`src/rtl/uart_tx_buffered_pkg.sv`:
```
// uart_tx_buffered_pkg: shared TX engine state encoding and baud divisor derivation
package uart_tx_buffered_pkg;
  typedef enum logic [2:0] {IDLE, START, DATA, PARITY, STOP} state_t;
  function automatic int clks_per_bit(input int clk_freq, input int baud);
    return clk_freq / baud;
  endfunction
endpackage

```
`src/rtl/uart_baud_gen.sv`:
```
// uart_baud_gen: bit-time counter with restart, one-cycle bit_done at CLKS_PER_BIT-1
module uart_baud_gen #(
  parameter int CLKS_PER_BIT = 234,
  localparam int CW = CLKS_PER_BIT > 1 ? $clog2(CLKS_PER_BIT) : 1
) (
  input  logic clk,
  input  logic reset,
  input  logic restart,
  output logic bit_done
);
  logic [CW-1:0] cnt;
  assign bit_done = !restart && cnt == CW'(CLKS_PER_BIT - 1);
  // count bit time, wrapping at the end of every bit so consecutive bits stay aligned
  always_ff @(posedge clk)
    if (reset || restart) cnt <= '0;
    else cnt <= bit_done ? '0 : cnt + CW'(1);
endmodule

```
`src/rtl/uart_tx_buffered.sv`:
```
// uart_tx_buffered: circular byte buffer drained as 8N1 frames (8E1 with UART_TX_PARITY_EN)
module uart_tx_buffered
  import uart_tx_buffered_pkg::*;
#(
  parameter int CLK_FREQ = 27_000_000,
  parameter int BAUD = 115_200,
  parameter int DEPTH = 16,
  localparam int AW = $clog2(DEPTH)
) (
  input  logic        clk,
  input  logic        reset,
  input  logic        wr_en,
  input  logic [7:0]  wr_data,
  input  logic        clr_ovf,
  output logic        full,
  output logic        empty,
  output logic [AW:0] count,
  output logic        busy,
  output logic        overflow,
  output logic        tx
);
  localparam int CPB = clks_per_bit(CLK_FREQ, BAUD);
  logic [7:0] mem [DEPTH];
  logic [AW-1:0] wr_ptr, rd_ptr;
  state_t state, state_n;
  logic [7:0] data_q, data_n;
  logic [2:0] idx, idx_n;
  logic pop, push, bit_done, tx_n;
  assign full = count == (AW+1)'(DEPTH);
  assign empty = count == '0;
  assign busy = state != IDLE;
  assign push = wr_en && !full;
  uart_baud_gen #(.CLKS_PER_BIT(CPB)) u_baud (
    .clk(clk),
    .reset(reset),
    .restart(state == IDLE),
    .bit_done(bit_done)
  );
  // buffer storage: no reset, contents are only meaningful between the pointers
  always_ff @(posedge clk)
    if (push) mem[wr_ptr] <= wr_data;
  // pointers, occupancy and sticky overflow (a dropped write beats clr_ovf)
  always_ff @(posedge clk)
    if (reset) begin
      wr_ptr <= '0;
      rd_ptr <= '0;
      count <= '0;
      overflow <= 1'b0;
    end else begin
      if (push) wr_ptr <= wr_ptr + AW'(1);
      if (pop) rd_ptr <= rd_ptr + AW'(1);
      count <= count + (AW+1)'(push) - (AW+1)'(pop);
      overflow <= (wr_en && full) || (overflow && !clr_ovf);
    end
  // engine state, held byte, bit index and registered line
  always_ff @(posedge clk)
    if (reset) begin
      state <= IDLE;
      data_q <= '0;
      idx <= '0;
      tx <= 1'b1;
    end else begin
      state <= state_n;
      data_q <= data_n;
      idx <= idx_n;
      tx <= tx_n;
    end
  // frame sequencing; the line value is derived from the next state so tx changes with it
  always_comb begin
    state_n = state;
    data_n = data_q;
    idx_n = idx;
    pop = 1'b0;
    case (state)
      IDLE:
        if (!empty) begin
          pop = 1'b1;
          data_n = mem[rd_ptr];
          state_n = START;
        end
      START:
        if (bit_done) begin
          state_n = DATA;
          idx_n = '0;
        end
      DATA:
        if (bit_done) begin
          idx_n = idx + 3'd1;
`ifdef UART_TX_PARITY_EN
          if (idx == 3'd7) state_n = PARITY;
`else
          if (idx == 3'd7) state_n = STOP;
`endif
        end
`ifdef UART_TX_PARITY_EN
      PARITY:
        if (bit_done) state_n = STOP;
`endif
      STOP:
        if (bit_done) begin
          if (!empty) begin
            pop = 1'b1;
            data_n = mem[rd_ptr];
            state_n = START;
          end else state_n = IDLE;
        end
      default: state_n = IDLE;
    endcase
`ifdef UART_TX_PARITY_EN
    tx_n = state_n == START ? 1'b0 : state_n == DATA ? data_q[idx_n] : state_n == PARITY ? ^data_q : 1'b1;
`else
    tx_n = state_n == START ? 1'b0 : state_n == DATA ? data_q[idx_n] : 1'b1;
`endif
  end
endmodule

```
`config.mk`:
```
export PLATFORM = sky130hd
export DESIGN_NAME = uart_tx_buffered
export DESIGN_NICKNAME = d
export VERILOG_FILES = /design/src/rtl/uart_tx_buffered_pkg.sv /design/src/rtl/uart_baud_gen.sv /design/src/rtl/uart_tx_buffered.sv
export SDC_FILE = /design/constraint.sdc
export NUM_CORES = 1
export LEC_CHECK = 0
export BUFFER_PORTS_ARGS = -buffer_cell sky130_fd_sc_hd__buf_2
export CAP_MARGIN = 25
export CELL_PAD_IN_SITES_DETAIL_PLACEMENT = 0
export CELL_PAD_IN_SITES_GLOBAL_PLACEMENT = 2
export CORE_MARGIN = 4
export CORE_UTILIZATION = 50
export CTS_CLUSTER_SIZE = 24
export DETAILED_ROUTE_END_ITERATION = 12
export PLACE_DENSITY = 0.8
export SLEW_MARGIN = 20
export SYNTH_ARGS = -nofsm -noshare
export SYNTH_HDL_FRONTEND = slang
export SYNTH_HIERARCHICAL = 1
export SYNTH_SLANG_ARGS = --single-unit
```
`constraint.sdc`:
```
create_clock -name clk -period 7.5 [get_ports clk]
set_input_delay 0.375 -clock clk [delete_from_list [all_inputs] [get_ports clk]]
set_output_delay 0.375 -clock clk [all_outputs]
set_load 0.05 [all_outputs]
```
# Word level (Yosys, flattened, before mapping)
# Memory sizes are Yosys's and may differ from the RTL's. A register that Yosys moved wholly into a read port is not among the register bits.
# Cells that the tools add are included.
[word_totals]
reg_bits = 37
ram_bits = 128
input_bits = 12
memories = 1
output_inout_bits = 10
[memory_table]
columns = ["name", "depth", "width", "read_ports", "rd_ports_with_merged_regs", "wr", "line", "text"]
rows = [
  ["mem", 16, 8, 1, 1, 1, "uart_tx_buffered.sv:23", "logic [7:0] mem [DEPTH];"],
]
[op_classes]
order_cmp = 1
addsub = 6
n_reduce_logical = 15
n_eq_ne = 9
muxes = 24
[ops]
columns = ["op", "n"]
rows = [
  ["2-to-1 mux 3 bit", 7],
  ["2-to-1 mux 8 bit", 2],
  ["one-hot mux 8 bit (2 select lines)", 1],
  ["one-hot mux 3 bit (4 select lines)", 1],
  ["adder 4 x 1 -> 4 bit, second input constant", 2],
  ["adder 8 x 1 -> 8 bit, second input constant", 1],
  ["equality test 8 bit, second input constant", 1],
  ["2-to-1 mux 1 bit", 8],
  ["2-to-1 mux 4 bit", 2],
  ["equality test 3 x 1 -> 1 bit, second input constant", 2],
  ["equality test 3 x 2 -> 1 bit, second input constant", 2],
  ["equality test 3 bit, second input constant", 2],
  ["one-hot mux 3 bit (2 select lines)", 1],
  ["adder 5 x 1 -> 5 bit", 1],
  ["equality test 5 bit, second input constant", 1],
  ["zero test 5 bit", 1],
  ["subtractor 5 x 1 -> 5 bit", 1],
  ["logical AND 1 bit", 4],
  ["less-than comparator 3 x 4 -> 1 bit, second input constant", 1],
  ["adder 3 x 1 -> 3 bit, second input constant", 1],
  ["binary-select mux 1 bit (select 3 bit)", 1],
  ["zero test 1 bit", 3],
  ["zero test 3 bit", 1],
  ["nonzero test 3 bit", 1],
  ["6 further kinds", 7],
]

# Logic depth before layout (Yosys ltp)
[depth]
word_depth = 9
ltp_mapped = 16
mapped_depth_nobuf = 14

# Cells and area by module
# The synthesis kept the hierarchy.
[modules_own_cells]
columns = ["module", "instances", "cells_each", "area_each_um2"]
rows = [
  ["uart_tx_buffered", 1, 377, 6525.0],
  ["uart_baud_gen", 1, 38, 369.1],
]

# Worst setup path after synthesis
# Ideal clock, no wire load.
[synth_path]
kind = "flip-flop to flip-flop"
startpoint = "register count[3]"
endpoint = "register count[4]"
required_ps = 7429
n_path_buf = 0
synth_period_minus_slack_ps = 4414
t_arrival_ps = 4343
setup_ps = 71
setup_slack_ps = 3086
stages_incl_launch_ff = 13
cell_sequence = "dfxtp_1 > inv_1 > ha_1 > nor4b_1 > nor4_1 > nand2b_1 > nand2_1 > ha_1 > fa_1 > a21oi_1 > nor2_1 > or3_1 > a21oi_1"
[synth_via]
elab_chain_len = 5
[synth_lines]
columns = ["element", "line", "text"]
rows = [
  ["start, declared", "uart_tx_buffered.sv:17", "output logic [AW:0] count,"],
  ["start signal, assigned", "uart_tx_buffered.sv:52", "count <= count + (AW+1)'(push) - (AW+1)'(pop);"],
  ["zero test 5 bit (*)", "uart_tx_buffered.sv:30", "assign empty = count == '0;"],
  ["net empty", "uart_tx_buffered.sv:16", "output logic empty,"],
  ["2-to-1 mux 1 bit (*)", "uart_tx_buffered.sv:76, uart_tx_buffered.sv:101", ""],
  ["2-to-1 mux 1 bit", "uart_tx_buffered.sv:100", "if (bit_done) begin"],
  ["one-hot mux 1 bit (2 select lines) (*)", "uart_tx_buffered.sv:74", "case (state)"],
  ["subtractor 5 x 1 -> 5 bit (*)", "uart_tx_buffered.sv:52", ""],
]
# Mark *: on every way through the listed nets, which the timed path passes. The rest lies on a longest branch.
# A chain may end at the register's enable or synchronous reset.

# Final worst setup path
[layout_path]
startpoint = "register state[0]"
endpoint = "register count[4]"
[layout_via]
elab_chain_len = 6
[layout_lines]
columns = ["element", "line", "text"]
rows = [
  ["start, declared", "uart_tx_buffered.sv:25", "state_t state, state_n;"],
  ["start signal, assigned", "uart_tx_buffered.sv:63", "state <= state_n;"],
  ["zero test 3 bit", "uart_tx_buffered.sv:36", ".restart(state == IDLE),"],
  ["zero test 1 bit", "uart_baud_gen.sv:12", "assign bit_done = !restart && cnt == CW'(CLKS_PER_BIT - 1);"],
  ["logical AND 1 bit", "uart_baud_gen.sv:12", ""],
  ["net bit_done", "uart_tx_buffered.sv:28", "logic pop, push, bit_done, tx_n;"],
  ["2-to-1 mux 1 bit", "uart_tx_buffered.sv:100", ""],
  ["one-hot mux 1 bit (2 select lines)", "uart_tx_buffered.sv:74", ""],
  ["subtractor 5 x 1 -> 5 bit", "uart_tx_buffered.sv:52", ""],
]
# The timed path passes the listed nets, and every way through them passes these cells.

==> impl.org <==
** Flow run
- # Max-Cap Violations :: 0

** Route
- The final route contains about 3.5k vias.
- Remaining DRCs :: 0
- ANT nets after route :: 0
- In the final routed layout, each cell accounts on average for just under 20 um.
- In the routed layout, each cell is associated on average with a via count of 5.50.
- The first routing iteration left 210 violations.
- Iteration count of the initial detailed-routing pass :: 4
- The final layout contains routed wiring with a total length of 12200 um.

** Power and ir drop
- The internal power of the cells totals 1.86 mW.
- Power density over cell area :: approximately 330 nW/um^2
- Switching Power :: 0.729 mW
- Worst IR drop on VDD :: 156 uV
- Per report_power, the combinational group accounts for 22.8% of the total.
- Sequential group share of total power :: 44.3%
- In this run the static leakage power is about 2.6 nW.
- The share of total power dissipated in the clock network is 32.9%.
- Switching share of total power :: 28.2%

** GRT
- Pin count of the biggest net entering global routing :: 34
- Global route total overflow :: 0
- For this run, the total global-route usage over all layers was measured as 16.8%.
- The number of antenna violations at the first check in global routing was 0.
- The first global-routing pass estimated 19800 um of wire.
- Vias in the first global route :: 3597

** Die
- Effective utilization at floorplan :: between 50% and 60%
- The core region is 13300 um^2.
- Die height :: roughly 130 um
- # rows :: 42
- Die width :: between 100 and 150 um
- I/O pins :: 22
- The die covers approximately 16000 um^2.

** Hold path
- Worst Hold Path Cells :: 3
- The min-delay analysis places its worst path in the category primary input to flop.

** Logic synthesis
- The synthesized netlist devotes 7.26% of its cell area to simple gates.
- Largest family of logic cells by synthesized area :: multiplexers
- Combined area of all synthesized cells :: slightly below 7000 um^2
- Summing the areas of all xor and xnor instances in the mapped netlist gives under 10% of the synthesized area.
- Leading cell types by total area after synthesis :: edfxtp_1 (56%), dfxtp_1 (12%), mux4_2 (8.8%)
- The synthesized netlist devotes 3.63% of its cell area to compound gates.
- Portion of netlist area occupied by mux cells :: 14.6%
- edfxtp_1 takes more of the synthesized area than any other cell.
- The synthesized netlist devotes 3.01% of its cell area to adder and majority cells.
- Proportion of register bits with asynchronous set or reset after synthesis :: 0%
- Sequential-to-total area share from yosys stat :: 67.7%
- Counting instances in the post-synthesis netlist gives the leading cell types as edfxtp_1 (128), dfxtp_1 (41), nor2_1 (38).
- After technology mapping, the gate count stands at 415.
- In the post-synthesis netlist, the cell with the most instances is edfxtp_1.
- Number of enable flip-flop cells after synthesis :: ~130
- Counting every net in the synthesized netlist gives 443.
- Average footprint of a synthesized cell :: 16.6 um^2
- Number of different library cells in the post-synthesis netlist :: 44
- Number of synthesized register bits :: 169
- Of the post-synthesis cell area, the dominant cell type holds 55.8%.
- Primary FF master, synth :: edfxtp_1
- For this run, the number of Yosys warnings is 6.

** Clock network
- The clock net in this run drives a total of 169 sinks.
- Longest Clk Path Bufs :: 2
- Clock tree synthesis inserted a total of 17 buffers.
- Clock-pin slew of the registers on the worst-case setup and hold paths :: ~60 ps
- Root buffer cell :: clkbuf_16
- For the worst-skew pair, the clock arrives at the later sink with an insertion delay of between 400 and 500 ps.
- Number of buffers added for setup after CTS :: 0
- Hold-fix buffer count after cts :: 0
- TritonCTS built the clock tree.
- In this run, post-CTS repair resized a total of 0 instances.
- The clock tree synthesis step divided the H-tree into 4 levels.

** Timing
- Setup repair after global routing missed its margin :: no
- Across all hold checks on the routed design, the worst slack comes to 206 ps.
- Final count of hold timing violations :: 0
- Final worst clock skew :: 15.7 ps
- Portion of the clock cycle consumed by the worst path in the final layout :: between 50% and 60%
- Slew HR :: 35.1%
- Setup TNS :: 0 ps
- For the pin with the worst max-slew slack, the measured transition is roughly 970 ps.
- Derived from the worst setup path, the maximum achievable clock frequency is 261 MHz.
- Setup violations remaining at the end of the flow were counted as 0.
- The final max-slew violation count is 0.
- The worst path needs around 3800 ps of the cycle, external delays included.

** Finish
- Of the cells placed in the final design, the portion with a size suffix greater than 1 is between 20% and 30%.
- From synthesis to final layout, the design area changed by 12.4%.
- The number of antenna diodes in the final layout is 0.
- Counting the fill cells in the layout gives 1034.
- In the final design database the tool counted 470 nets.

** Status
- Outcome :: finished clean

** Worst setup path
- Data required time of the worst path :: 7850 ps
- Sort of element at the end of the critical path :: flop
- Count of cells along the worst register-to-register path :: 13
- Critical path fanouts, max :: 13
- Worst Path Arrival :: between 4000 and 5000 ps
- Launching element type of the critical path :: flop
- Class of the most critical setup path :: flop to flop

** Placed design
- Routability Congestion :: 0.732
- IO buf count :: 21
- HPWL after detailed placement :: ~7900 um
[power by group through the flow]
stage               sequential (mW)  clock, mW  combinational (mW)
floorplan                      1.17          0               0.465
global placement               1.17          0               0.594
detailed placement             1.17          0               0.598
CTS                            1.15      0.865               0.603
global route                   1.16      0.917               0.654
finish                         1.15      0.850               0.591
[layout by cell type, fill, tap and decap left out, drive strengths merged, types with 2 or more instances in the layout]
master and count:
buf 28, ha 15, or3 4, edfxtp 128
nand2b 3, dfxtp 41, a21o 2, nor2b 7
xnor2 5, clkinv 3, o21ai 4, nand2 34
mux4 41, inv 13, nor4 3, nor2 38
a21oi 20, xor2 7, clkbuf 23, clkinvlp 2
a32oi 3, nor3 7, nand3 5, nand4 2
mux2i 2, or4 2
[per-layer routing]
layer	GRT usage, %	routed length (um)	vias to the layer above
met3	4.31	498	13
met1	21.9	5360	1736
li1	-	-	1659
met5	0	0	-
met4	6.89	138	0
met2	27.2	6180	60
[through the flow]
step | cells | instance area (um^2) | power [mW] | setup slack, ps | util (%)
2_1_floorplan | 415 | 6890 | 1.64 | 3090 | -
3_3_place_gp | 599 | 7160 | 1.76 | 3380 | 53.6
3_5_place_dp | 599 | 7160 | 1.77 | 3380 | 53.6
4_1_cts | 631 | 7740 | 2.62 | 3370 | 58.0
5_1_grt | 631 | 7750 | 2.73 | 3240 | 58.1
6_report | 631 | 7750 | 2.59 | 3670 | 58.1
[path summary, 6_finish.rpt]
path / start / end / slack (ps)
worst max register to register: state[0] / count[4] / 3670
worst min-delay path: wr_en / overflow / 210
worst max-delay path: state[0] / count[4] / 3670
worst min register to register: data_q[6] / data_q[6] / 460
[cell families (layout without fill, tap and decap cells)]
kind of cell | after synthesis | after routing
buffers and inverters | 30 | 70
AOI/OAI and AO/OA | 36 | 36
and+or+nand+nor | 108 | 108
muxes | 44 | 44
adders and majority gates | 16 | 16
xor gates and xnor gates | 12 | 12
DFF | 169 | 169
[sequential cells by signal (all words and copies together), names as in the netlist, named ones only]
signal,flops
idx,3
tx,1
u_baud/cnt,8
mem,128
state,3
count,5
rd_ptr,4
overflow,1
wr_ptr,4
data_q,8
[critical path, stage by stage, from the launching register on]
cell	delay [ps]
dfxtp_1	580
or3_1	190
inv_1	90
nor4_2	610
nor2_1	200
or4_1	630
nand2_1	130
nand2_1	60
ha_1	210
fa_1	400
a21oi_1	140
nor2_1	60
or3_1	340
a21oi_1	130
[layout make-up]
class	instances	area, um^2	share of cell area (%)
Clock buffer	23	500	6.46
Clock inverter	9	85.1	1.10
Inverter	10	37.5	0.484
Multi-Input combinational cell	216	2080	26.9
Sequential cell	169	4670	60.2
Tap cell	176	220	2.84
Timing Repair Buffer	28	158	2.03
Power figures use the tool's default switching activity.
